==> config.mk <==
export PLATFORM = sky130hd
export DESIGN_NAME = sha3_avmm_regbank_flat
export DESIGN_NICKNAME = d
export VERILOG_FILES = /design/src/rtl/sha3_avmm_regbank_pkg.sv /design/src/rtl/sha3_avmm_regbank_if.sv /design/src/rtl/sha3_avmm_regbank_cycle_timer.sv /design/src/rtl/sha3_avmm_regbank.sv /design/src/flat_wrapper.sv
export SDC_FILE = /design/constraint.sdc
export NUM_CORES = 1
export LEC_CHECK = 0
export CAP_MARGIN = 20
export CORE_AREA = 2 2 253 255
export DETAILED_ROUTE_END_ITERATION = 10
export DIE_AREA = 0 0 255 257
export PLACE_DENSITY = 0.76
export REMOVE_ABC_BUFFERS = 1
export SLEW_MARGIN = 10
export SYNTH_ARGS = -nofsm -noshare
export SYNTH_HDL_FRONTEND = slang
export SYNTH_SLANG_ARGS = --single-unit
==> constraint.sdc <==
create_clock -name clk_clk -period 2 [get_ports clk_clk]
set_input_delay 0.6 -clock clk_clk [delete_from_list [all_inputs] [get_ports clk_clk]]
set_output_delay 0.6 -clock clk_clk [all_outputs]
set_load 0.01 [all_outputs]
==> src/rtl/sha3_avmm_regbank_pkg.sv <==
// Shared definitions for the SHA3 Avalon-MM register bank.
//  - FSM state type
//  - CTRL / STATUS bit positions
//  - word offsets of the control registers, derived from the message/digest sizes
//  - byte-lane write merge helper
package sha3_regs_pkg;

  typedef enum logic {
    IDLE,
    RUN
  } state_e;

  localparam int unsigned CTRL_START = 0;
  localparam int unsigned CTRL_IE    = 1;

  localparam int unsigned ST_BUSY = 0;
  localparam int unsigned ST_DONE = 1;
  localparam int unsigned ST_TOUT = 2;
  localparam int unsigned ST_ERR  = 3;

  // Control registers follow the MSG and DIGEST windows back to back.
  function automatic int unsigned ctrl_addr(input int unsigned n_in, input int unsigned n_out);
    return n_in + n_out;
  endfunction

  function automatic int unsigned status_addr(input int unsigned n_in, input int unsigned n_out);
    return n_in + n_out + 1;
  endfunction

  function automatic int unsigned rc_lo_addr(input int unsigned n_in, input int unsigned n_out);
    return n_in + n_out + 2;
  endfunction

  function automatic int unsigned rc_hi_addr(input int unsigned n_in, input int unsigned n_out);
    return n_in + n_out + 3;
  endfunction

  function automatic int unsigned cycles_addr(input int unsigned n_in, input int unsigned n_out);
    return n_in + n_out + 4;
  endfunction

  function automatic logic [31:0] be_merge(input logic [31:0] old_w,
                                           input logic [31:0] new_w,
                                           input logic [3:0]  be);
    logic [31:0] res;
    res = old_w;
    for (int unsigned b = 0; b < 4; b++) begin
      if (be[b]) res[b*8 +: 8] = new_w[b*8 +: 8];
    end
    return res;
  endfunction

endpackage

==> src/rtl/sha3_avmm_regbank_if.sv <==
// Avalon-MM slave bus bundle for the SHA3 register bank.
//  master : drives address/write/writedata/byteenable/read, receives readdata
//  slave  : the register bank side
interface sha3_avmm_regbank_if #(
  parameter int unsigned ADDR_W = 6
);
  logic [ADDR_W-1:0] avs_address;
  logic              avs_write;
  logic [31:0]       avs_writedata;
  logic [3:0]        avs_byteenable;
  logic              avs_read;
  logic [31:0]       avs_readdata;

  modport master (
    output avs_address, avs_write, avs_writedata, avs_byteenable, avs_read,
    input  avs_readdata
  );

  modport slave (
    input  avs_address, avs_write, avs_writedata, avs_byteenable, avs_read,
    output avs_readdata
  );
endinterface

==> src/rtl/sha3_avmm_regbank_cycle_timer.sv <==
// sha3_cycle_timer: 32-bit saturating cycle counter with synchronous clear
// and a timeout flag.
//  clk, rst_n : clock, asynchronous active-low reset
//  clr        : zero the count (has priority over en)
//  en         : count this cycle
//  count      : current count, sticks at 2**32-1
//  expired    : count has reached TIMEOUT
module sha3_cycle_timer #(
  parameter int unsigned TIMEOUT = 4096
) (
  input  logic        clk,
  input  logic        rst_n,
  input  logic        clr,
  input  logic        en,
  output logic [31:0] count,
  output logic        expired
);

  always_ff @(posedge clk or negedge rst_n) begin
    if (!rst_n) begin
      count <= '0;
    end else if (clr) begin
      count <= '0;
    end else if (en && (count != '1)) begin
      count <= count + 32'd1;
    end
  end

  assign expired = (count >= TIMEOUT);

endmodule

==> src/rtl/sha3_avmm_regbank.sv <==
// sha3_avmm_regbank: Avalon-MM register bank in front of the SHA3 core.
//  clk_clk, reset_reset_n : clock, asynchronous active-low reset
//  avs                    : Avalon-MM slave (read latency 1)
//  core_msg               : N_IN message words, word 0 at [31:0]
//  core_round_const       : {RC_HI, RC_LO}
//  core_start             : one-cycle start pulse to the core
//  core_done, core_digest : completion pulse and digest from the core
//  irq                    : IE & (DONE | TOUT)
// Word map: MSG[0..N_IN-1], DIGEST[N_IN..N_IN+N_OUT-1], CTRL, STATUS, RC_LO,
// RC_HI, CYCLES; everything else reads 0 and ignores writes.
module sha3_avmm_regbank
  import sha3_regs_pkg::*;
#(
  parameter int unsigned N_IN    = 8,
  parameter int unsigned N_OUT   = 8,
  parameter int unsigned ADDR_W  = 6,
  parameter int unsigned TIMEOUT = 4096
) (
  input  logic                  clk_clk,
  input  logic                  reset_reset_n,
  sha3_avmm_regbank_if.slave    avs,
  output logic [N_IN*32-1:0]    core_msg,
  output logic [63:0]           core_round_const,
  output logic                  core_start,
  input  logic                  core_done,
  input  logic [N_OUT*32-1:0]   core_digest,
  output logic                  irq
);

  localparam int unsigned A_CTRL   = ctrl_addr(N_IN, N_OUT);
  localparam int unsigned A_STATUS = status_addr(N_IN, N_OUT);
  localparam int unsigned A_RC_LO  = rc_lo_addr(N_IN, N_OUT);
  localparam int unsigned A_RC_HI  = rc_hi_addr(N_IN, N_OUT);
  localparam int unsigned A_CYCLES = cycles_addr(N_IN, N_OUT);

  state_e               state;
  logic                 ie, done, tout, err;
  logic [N_OUT*32-1:0]  digest_q;

  logic [ADDR_W-1:0]    addr;
  logic [31:0]          addr_u;
  logic [31:0]          wdata;
  logic [3:0]           be;
  logic                 busy;
  logic                 wr_msg, wr_ctrl, wr_status, wr_rc_lo, wr_rc_hi;
  logic                 start_bit, start_req, drop_err;
  logic [31:0]          rd_mux;

  logic [31:0]          cycles;
  logic                 expired;
  logic                 tmr_en;

  assign addr   = avs.avs_address;
  assign addr_u = 32'(addr);
  assign wdata  = avs.avs_writedata;
  assign be     = avs.avs_byteenable;
  assign busy   = (state == RUN);

  assign wr_msg    = avs.avs_write && (addr_u < N_IN);
  assign wr_ctrl   = avs.avs_write && (addr_u == A_CTRL);
  assign wr_status = avs.avs_write && (addr_u == A_STATUS);
  assign wr_rc_lo  = avs.avs_write && (addr_u == A_RC_LO);
  assign wr_rc_hi  = avs.avs_write && (addr_u == A_RC_HI);

  assign start_bit = wr_ctrl && be[0] && wdata[CTRL_START];
  assign start_req = start_bit && !busy;
  // Anything that would disturb the core's inputs mid-run is refused and flagged.
  assign drop_err  = busy && (wr_msg || wr_rc_lo || wr_rc_hi || start_bit);

  // Counting stops on the cycle that ends the run so CYCLES freezes at its final value.
  assign tmr_en = busy && !core_done && !expired;

  sha3_cycle_timer #(
    .TIMEOUT (TIMEOUT)
  ) u_timer (
    .clk     (clk_clk),
    .rst_n   (reset_reset_n),
    .clr     (start_req),
    .en      (tmr_en),
    .count   (cycles),
    .expired (expired)
  );

  always_ff @(posedge clk_clk or negedge reset_reset_n) begin
    if (!reset_reset_n) begin
      state            <= IDLE;
      core_start       <= 1'b0;
      core_msg         <= '0;
      core_round_const <= '0;
      digest_q         <= '0;
      ie               <= 1'b0;
      done             <= 1'b0;
      tout             <= 1'b0;
      err              <= 1'b0;
    end else begin
      core_start <= 1'b0;

      if (!busy) begin
        for (int unsigned i = 0; i < N_IN; i++) begin
          if (wr_msg && (addr_u == i))
            core_msg[i*32 +: 32] <= be_merge(core_msg[i*32 +: 32], wdata, be);
        end
        if (wr_rc_lo) core_round_const[31:0]  <= be_merge(core_round_const[31:0], wdata, be);
        if (wr_rc_hi) core_round_const[63:32] <= be_merge(core_round_const[63:32], wdata, be);
      end

      if (wr_ctrl && be[0]) ie <= wdata[CTRL_IE];

      // W1C first; the set paths below are later in the block so a
      // same-cycle hardware set overrides the software clear.
      if (wr_status && be[0]) begin
        if (wdata[ST_DONE]) done <= 1'b0;
        if (wdata[ST_TOUT]) tout <= 1'b0;
        if (wdata[ST_ERR])  err  <= 1'b0;
      end

      if (drop_err) err <= 1'b1;

      case (state)
        IDLE: begin
          if (start_req) begin
            state      <= RUN;
            core_start <= 1'b1;
            done       <= 1'b0;
            tout       <= 1'b0;
          end
        end
        RUN: begin
          if (core_done) begin
            digest_q <= core_digest;
            done     <= 1'b1;
            state    <= IDLE;
          end else if (expired) begin
            tout  <= 1'b1;
            state <= IDLE;
          end
        end
        default: state <= IDLE;
      endcase
    end
  end

  always_comb begin
    rd_mux = '0;
    for (int unsigned i = 0; i < N_IN; i++) begin
      if (addr_u == i) rd_mux = core_msg[i*32 +: 32];
    end
    for (int unsigned i = 0; i < N_OUT; i++) begin
      if (addr_u == N_IN + i) rd_mux = digest_q[i*32 +: 32];
    end
    if (addr_u == A_CTRL)   rd_mux[CTRL_IE] = ie;
    if (addr_u == A_STATUS) begin
      rd_mux[ST_BUSY] = busy;
      rd_mux[ST_DONE] = done;
      rd_mux[ST_TOUT] = tout;
      rd_mux[ST_ERR]  = err;
    end
    if (addr_u == A_RC_LO)  rd_mux = core_round_const[31:0];
    if (addr_u == A_RC_HI)  rd_mux = core_round_const[63:32];
    if (addr_u == A_CYCLES) rd_mux = cycles;
  end

  always_ff @(posedge clk_clk or negedge reset_reset_n) begin
    if (!reset_reset_n) begin
      avs.avs_readdata <= '0;
    end else if (avs.avs_read) begin
      avs.avs_readdata <= rd_mux;
    end
  end

  assign irq = ie & (done | tout);

endmodule
==> src/flat_wrapper.sv <==
// flat-port wrapper written by rule: the top's interface ports become plain ports
module sha3_avmm_regbank_flat import sha3_regs_pkg::*;
#(
  parameter int unsigned N_IN    = 8,
  parameter int unsigned N_OUT   = 8,
  parameter int unsigned ADDR_W  = 6,
  parameter int unsigned TIMEOUT = 4096
)
  (clk_clk, reset_reset_n, core_msg, core_round_const, core_start, core_done, core_digest, irq, avs_avs_address, avs_avs_write, avs_avs_writedata, avs_avs_byteenable, avs_avs_read, avs_avs_readdata);
  sha3_avmm_regbank_if #(.ADDR_W(ADDR_W)) avs_i ();
  input  logic clk_clk;
  input  logic reset_reset_n;
  output logic [N_IN*32-1:0] core_msg;
  output logic [63:0] core_round_const;
  output logic core_start;
  input  logic core_done;
  input  logic [N_OUT*32-1:0] core_digest;
  output logic irq;
  input wire logic [$bits(avs_i.avs_address)-1:0] avs_avs_address;
  input wire logic [$bits(avs_i.avs_write)-1:0] avs_avs_write;
  input wire logic [$bits(avs_i.avs_writedata)-1:0] avs_avs_writedata;
  input wire logic [$bits(avs_i.avs_byteenable)-1:0] avs_avs_byteenable;
  input wire logic [$bits(avs_i.avs_read)-1:0] avs_avs_read;
  output wire logic [$bits(avs_i.avs_readdata)-1:0] avs_avs_readdata;
  assign avs_i.avs_address = avs_avs_address;
  assign avs_i.avs_write = avs_avs_write;
  assign avs_i.avs_writedata = avs_avs_writedata;
  assign avs_i.avs_byteenable = avs_avs_byteenable;
  assign avs_i.avs_read = avs_avs_read;
  assign avs_avs_readdata = avs_i.avs_readdata;
  sha3_avmm_regbank #(.N_IN(N_IN), .N_OUT(N_OUT), .ADDR_W(ADDR_W), .TIMEOUT(TIMEOUT)) u_core (.clk_clk(clk_clk), .reset_reset_n(reset_reset_n), .avs(avs_i), .core_msg(core_msg), .core_round_const(core_round_const), .core_start(core_start), .core_done(core_done), .core_digest(core_digest), .irq(irq));
endmodule
==> flow_summary_export.csv, run 1 <==
group,metric,value,unit
run_status,status,"complete, but fails checks",
run_status,violations,"setup timing",
detailed_routing,ant_nets,0,
detailed_routing,vias_per_cell,6.19,
placement,preCtsSetupSlack,-1.27,ns
sta,setup_viol,58,
logic_synthesis,synthDistinctLibCells,80,
worst_setup_path,cp.required,2.54,ns
die,ioPinCount,657,
placement,globalplace.congestion,1.00,
logic_synthesis,netlist_instances,2403,
clock_tree,cts_root_buf,"clkbuf_16",
clock_tree,clk-insertion-delay-late,0.64,ns
placement,dpl.cell_count,4155,
final_layout,nets,3794,
worst_setup_path,criticalPathCategory,"reg2reg",
placement,io_buffers,656,
logic_synthesis,yosysWarnings,0,
final_layout,instances_no_fill,4395,
placement,dp_hpwl,103000,um
logic_synthesis,synthSimpleGateAreaFrac,0.0779,
logic_synthesis,synth_edf_count,0,
grt,grt_pass1_vias,27900,
clock_tree,htreeDepth,3,
detailed_routing,vias,27200,
logic_synthesis,synth_fa_ha_area_frac,0.000837,
pwr,peakVddDrop,0.587,mV
worst_setup_path,path_max_fanout,10,
pwr,p_per_area,693,nW/um2
logic_synthesis,synth_compound_area_frac,0.103,
sta,period_share,1.06,
worst_setup_path,ff2ff_path_depth,6,
sta,fin_crit,2.11,ns
final_layout,multi_input_area,13500,um2
clock_tree,clk_pin_slew_worst_paths,0.06,ns
logic_synthesis,synth_top_family_by_area,"multiplexers",
detailed_routing,firstDrtPassIters,8,
detailed_routing,drcViolationCount,0,
logic_synthesis,avgSynthCellArea,12.4,um2
worst_setup_path,cp-start-kind,"flip-flop",
grt,grt_max_degree,95,
worst_setup_path,cp.arrival,2.65,ns
placement,dpl_cell_area,41100,um2
sta,fin_skew,0.0263,ns
worst_setup_path,cp-end-kind,"flip-flop",
grt,grt_util_all_layers,0.411,
detailed_routing,drt_iter0_drc,2978,
final_layout,design_area,44500,um2
logic_synthesis,ys.flop_type,"dfrtp_1",
sta,max_slew_margin,0.571,
pwr,power,30800,uW
grt,antenna_found_initial,11,
min_path,hold_path.class,"in2async",
die,start_util,0.477,
grt,overflow,0,
detailed_routing,wl,136000,um
final_layout,final_core_util,0.709,
sta,rsz0062_at_grt,"yes",
clock_tree,cts.sinks,646,
clock_tree,cts_tree,"done",
sta,final_hold_viol_count,0,
clock_tree,cts_made_buffers,72,
sta,worst_pin_slew,0.637,ns
flow_run,max-cap-violations,0,
sta,fin_ws,-0.113,ns
sta,fmax,0.473,GHz
final_layout,nFillCells,4580,
worst_setup_path,cpPeakStageDelay,0.45,ns
clock_tree,clockBufferDepth,3,
die,die_y,257,um
final_layout,regArea,16200,um2
logic_synthesis,synth_xor_area_frac,0.00205,
detailed_routing,routedWlPerCell,31.0,um
pwr,leakage,0.0228,uW
logic_synthesis,ys_seq_area_frac,0.541,
sta,drv_slew,0,
final_layout,layout-drive-gt1-share,0.395,
worst_setup_path,worstPathCellList,"nor4_2 > and3_4 > nand4_1 > buf_4 > or3_1 > a21oi_1",
worst_setup_path,crit_path_top_delay_cell,"dfrtp_1",
die,rows,92,
logic_synthesis,ys_ff_latch,646,
final_layout,area_growth_syn_to_layout,48.7,%
die,core_area,62700,um2
logic_synthesis,synthArstFlopShare,1.00,
grt,grt_pass1_wl,194000,um
logic_synthesis,syn_area,29900,um2
die,die_width,255,um
die,dieArea,65500,um2
logic_synthesis,synthMuxAreaShare,0.248,
==> synth_stat cells, drive strengths merged, types with 3 or more instances <==
cell | number | share of area
dfrtp | 646 | 0.54
mux2 | 588 | 0.23
nand2 | 135 | 0.018
o21ai | 113 | 0.019
nor2 | 112 | 0.015
buf | 93 | 0.014
clkbuf | 82 | 0.010
a21oi | 72 | 0.012
nand3 | 69 | 0.013
a22oi | 49 | 0.012
mux2i | 40 | 0.013
o22ai | 31 | 0.0065
a31oi | 30 | 0.0063
and3 | 29 | 0.0061
a221oi | 28 | 0.0082
nor3 | 25 | 0.0049
o211ai | 21 | 0.0053
a211oi | 17 | 0.0044
and2 | 17 | 0.0036
nand4 | 17 | 0.0036
inv | 16 | 0.0020
a2111oi | 15 | 0.0044
nor2b | 15 | 0.0031
o221ai | 14 | 0.0041
mux4 | 12 | 0.0090
o22a | 11 | 0.0032
a222oi | 9 | 0.0030
nor4 | 9 | 0.0026
a22o | 8 | 0.0023
xnor2 | 7 | 0.0021
nand2b | 5 | 0.0010
nor4b | 5 | 0.0029
a2bb2oi | 4 | 0.0012
a32oi | 4 | 0.0012
a41oi | 4 | 0.0012
o32ai | 4 | 0.0012
or3 | 4 | 0.00084
a211o | 3 | 0.00088
a21boi | 3 | 0.00075
clkinv | 3 | 0.00038
o2111ai | 3 | 0.00088
o21a | 3 | 0.00075
o2bb2ai | 3 | 0.00088
or4b | 3 | 0.0011
==> sequential cells by signal, summed over array words and instances, names as in the netlist <==
| name | cells |
|---|---|
| u_core.avs.avs_readdata | 32 |
| u_core.busy | 1 |
| u_core.core_msg | 256 |
| u_core.core_round_const | 64 |
| u_core.core_start | 1 |
| u_core.digest_q | 256 |
| u_core.done | 1 |
| u_core.err | 1 |
| u_core.ie | 1 |
| u_core.tout | 1 |
| u_core.u_timer.count | 32 |
==> cells by family (layout without fill, tap and decap cells) <==
logic type / Yosys count / after routing
other cells: 0 / 5
flops: 646 / 646
fa+ha+maj: 2 / 2
simple gates: 454 / 455
buf+inv: 194 / 1334
xor+xnor: 7 / 7
mux: 640 / 640
compound gates: 460 / 460
==> worst max-delay path, delay by kind of cell, from the launching register on <==
kind / cells / cell delay, ns
buffers and inverters: 1 / 0.23
AND/OR/NAND/NOR: 4 / 1.17
AO/OA/AOI/OAI: 1 / 0.18
flip-flops: 1 / 0.45
==> layout by cell type (no fill, tap or decap), types with 30 or more instances in the layout <==
cell and count:
a21oi_1 69, a22oi_1 49, a31oi_1 30, buf_12 85
buf_4 413, buf_6 32, clkbuf_16 74, clkdlybuf4s50_1 294
dfrtp_1 603, dfrtp_2 43, dlygate4sd2_1 321, mux2_2 549
mux2_4 35, mux2i_1 40, nand2_1 123, nand3_1 61
nor2_1 92, o21ai_0 97, o22ai_1 31
==> stage by stage <==
step	TNS, ns	hold WS (ns)
5_1_grt	-3.54	0.475
2_1_floorplan	-1486.17	0.304
3_3_place_gp	-390.61	0.484
3_5_place_dp	-421.81	0.485
6_report	-1.32	0.472
4_1_cts	-0.0273	0.445
==> repair_timing <==
action,4_1_cts,5_1_grt
pin swaps,22,37
resized for setup,494,116
setup buffers,82,22
endpoints found under the setup margin,742,240
hold endpoints to repair,11,0
hold buffers,1,0
cloned,4,1
==> layout make-up <==
cell class / instances / share of cell area
inverters: 19 / 0.00160
well taps: 846 / 0.0238
flip-flops and latches: 646 / 0.365
diodes: 5 / 0.000281
clock buffers: 102 / 0.0462
repair buffers: 1186 / 0.255
clock inverters: 27 / 0.00487
multi-input cells: 1564 / 0.303
==> metal layers <==
layer	part of all wire	global-route usage	vias to the layer above
met2	0.46	0.654	1748
li1	-	-	11100
met5	0.00058	0	-
met1	0.37	0.515	13800
met4	0.070	0.234	12
met3	0.097	0.0968	489
==> worst paths after layout <==
kind                                         endpoint  slack, ns                startpoint
max                           u_core.u_timer.count[5]      -0.11  u_core.u_timer.count[27]
min                              u_core.digest_q[131]       0.47             reset_reset_n
max reg2reg                   u_core.u_timer.count[5]      -0.11  u_core.u_timer.count[27]
min reg2reg                       u_core.digest_q[24]       0.50       u_core.digest_q[24]
max in group asynchronous        u_core.digest_q[217]       0.65             reset_reset_n
min in group clk_clk       u_core.avs.avs_readdata[5]       0.47              avs_avs_read
==> power by group <==
part	internal, uW	total (uW)	switching (uW)	leakage (uW)
registers	13500	14100	502	0.00882
logic	1860	3710	1850	0.0128
clock network	7350	13000	5690	0.00114
No activity file was read; power rests on OpenSTA's default activity.
==> inputs of run 2 (changes only) <==
PLACE_DENSITY = 0.79   (was 0.76)
==> run 2 against run 1 <==
  * The run still ends with setup timing left
  * Utilization shrank 0.33 points
  * Via count grew 0.32%
  * Cell area shrank 0.46%
  * Critical path depth shrank 4
  * Hold slack lost 0.023 ns
  * First-iteration DRC count shrank 1.5%
  * Largest power group unchanged
==> flow_summary_export.csv, run 2 (synthesis results as in run 1) <==
group,metric,value,unit
clock_tree,cts_tree,"done",
clock_tree,cts_made_buffers,71,
pwr,power.switching,7800,uW
grt,grt_util_all_layers,0.414,
sta,setup_tns,-0.0231,ns
detailed_routing,topRoutingLayerUsed,"met5",
final_layout,nets,3786,
run_status,violations,"setup timing",
grt,grt_pass1_wl,195000,um
grt,overflow,0,
die,start_util,0.477,
final_layout,instances_no_fill,4378,
detailed_routing,drt_iter0_drc,2933,
die,die_y,257,um
detailed_routing,dr_wl_met2,64300,um
die,rows,92,
pwr,p_per_area,702,nW/um2
pwr,peakVddDrop,0.597,mV
sta,final_hold_viol_count,0,
flow_run,max-cap-violations,0,
final_layout,area_growth_syn_to_layout,48.0,%
sta,rsz0062_at_grt,"yes",
worst_setup_path,criticalPathCategory,"reg2out",
run_status,status,"complete, but fails checks",
sta,drv_slew,0,
detailed_routing,drcViolationCount,0,
sta,fin_skew,0.0234,ns
detailed_routing,routedWlPerCell,31.3,um
sta,worst_pin_slew,0.601,ns
detailed_routing,wl_met3,12400,um
sta,fin_ws,-0.0225,ns
grt,grt_pass1_vias,27900,
detailed_routing,wl,137000,um
detailed_routing,vias_per_cell,6.23,
detailed_routing,ant_nets,0,
sta,fmax,0.494,GHz
placement,globalplace.congestion,0.991,
clock_tree,clk-insertion-delay-late,0.62,ns
sta,period_share,1.01,
worst_setup_path,cp-end-kind,"output pin",
final_layout,final_cell_mix,"dfrtp_1 (608), mux2_2 (550), buf_4 (410)",
detailed_routing,wl_met1,52100,um
die,dieArea,65500,um2
detailed_routing,vias,27300,
final_layout,layout-drive-gt1-share,0.386,
sta,fin_crit,2.02,ns
die,ioPinCount,657,
sta,setup_viol,2,
pwr,p_int,23300,uW
clock_tree,htreeDepth,3,
pwr,clock_power_share,0.431,
final_layout,layout_commonest_cell,"dfrtp_1",
sta,max_slew_margin,0.599,
die,die_width,255,um
placement,dpl.cell_count,4172,
detailed_routing,firstDrtPassIters,8,
clock_tree,cts.sinks,646,
die,core_area,62700,um2
worst_setup_path,cp-start-kind,"flip-flop",
clock_tree,clockBufferDepth,3,
grt,antenna_found_initial,7,
sta,hold_ws,0.449,ns
worst_setup_path,cp.arrival,1.42,ns
final_layout,final_core_util,0.705,
pwr,switching_share,0.251,
worst_setup_path,path_max_fanout,2,
final_layout,reg.largest.list,"u_core.core_msg x256, u_core.digest_q x256, u_core.core_round_const x64",
min_path,hold_path.class,"in2reg",
clock_tree,clk_pin_slew_worst_paths,0.06,ns
placement,io_buffers,656,
placement,dp_hpwl,105000,um
pwr,seqPwrFrac,0.452,
grt,grt_max_degree,69,
clock_tree,cts_root_buf,"clkbuf_16",
pwr,combPwrFrac,0.117,
worst_setup_path,cp.required,1.40,ns
placement,preCtsSetupSlack,-1.38,ns
pwr,leakage,0.0227,uW
run 2: changes by cell type in the layout (fill, tap and decap cells not counted), moves of 5 or more:
| cell | change |
|---|---|
| bufinv_16 | +5 |
| clkdlybuf4s15_1 | -17 |
| clkinv_2 | -11 |
| clkbuf_1 | +5 |
| dfrtp_1 | +5 |
| dlygate4sd2_1 | +18 |
| dfrtp_2 | -5 |
run 2: metrics by stage:
step | cell area [um2] | total power (uW)
2_1_floorplan | 29200 | 15000
3_3_place_gp | 41200 | 17800
3_5_place_dp | 41200 | 17900
4_1_cts | 43900 | 31100
5_1_grt | 44300 | 31900
6_report | 44300 | 31100
run 2: routing by layer:
metal	up-vias	track usage
li1	11100	-
met1	13900	0.542
met2	1834	0.654
met3	423	0.0738
met4	8	0.226
met5	-	0
run 2: worst max-delay path, cell delays in order, from the launching register on:
cell	delay, ns
dfrtp_1	0.39
o21a_1	0.24
buf_2	0.17
run 2: final cells by class:
class | instances | area (um2)
Fill cell | 4495 | 18500
Sequential cell | 646 | 16200
Multi-Input combinational cell | 1564 | 13400
Timing Repair Buffer | 1179 | 11200
Clock buffer | 105 | 2070
Tap cell | 846 | 1060
Clock inverter | 17 | 264
Inverter | 19 | 71.3
Antenna cell | 2 | 5.00
run 2: repair_timing:
action / CTS / global route
hold buffers: 1 / 0
setup buffers: 72 / 8
hold endpoints to repair: 24 / 0
cloned: 1 / 0
pin swaps: 16 / 30
gates resized for setup: 499 / 72
endpoints found under the setup margin: 743 / 257
run 2: path summary, 6_finish.rpt:
path,from,endpoint,slack (ns),cells after the start
setup / recovery,u_core.tout,irq,-0.02,2
hold reg to reg,u_core.digest_q[172],u_core.digest_q[172],0.50,1
hold / removal,avs_avs_read,u_core.avs.avs_readdata[26],0.45,3
setup reg to reg,u_core.u_timer.count[27],u_core.u_timer.count[3],0.05,7
min in group asynchronous,reset_reset_n,u_core.core_msg[32],0.49,2
max in group asynchronous,reset_reset_n,u_core.core_msg[197],0.63,4
run 2: power by group through the flow:
stage          clock (uW)  combinational, uW  sequential [uW]
5_1_grt             14000               3810            14100
2_1_floorplan           0                805            14200
4_1_cts             13500               3570            14000
6_report            13400               3640            14000
3_3_place_gp            0               3580            14300
3_5_place_dp            0               3640            14300
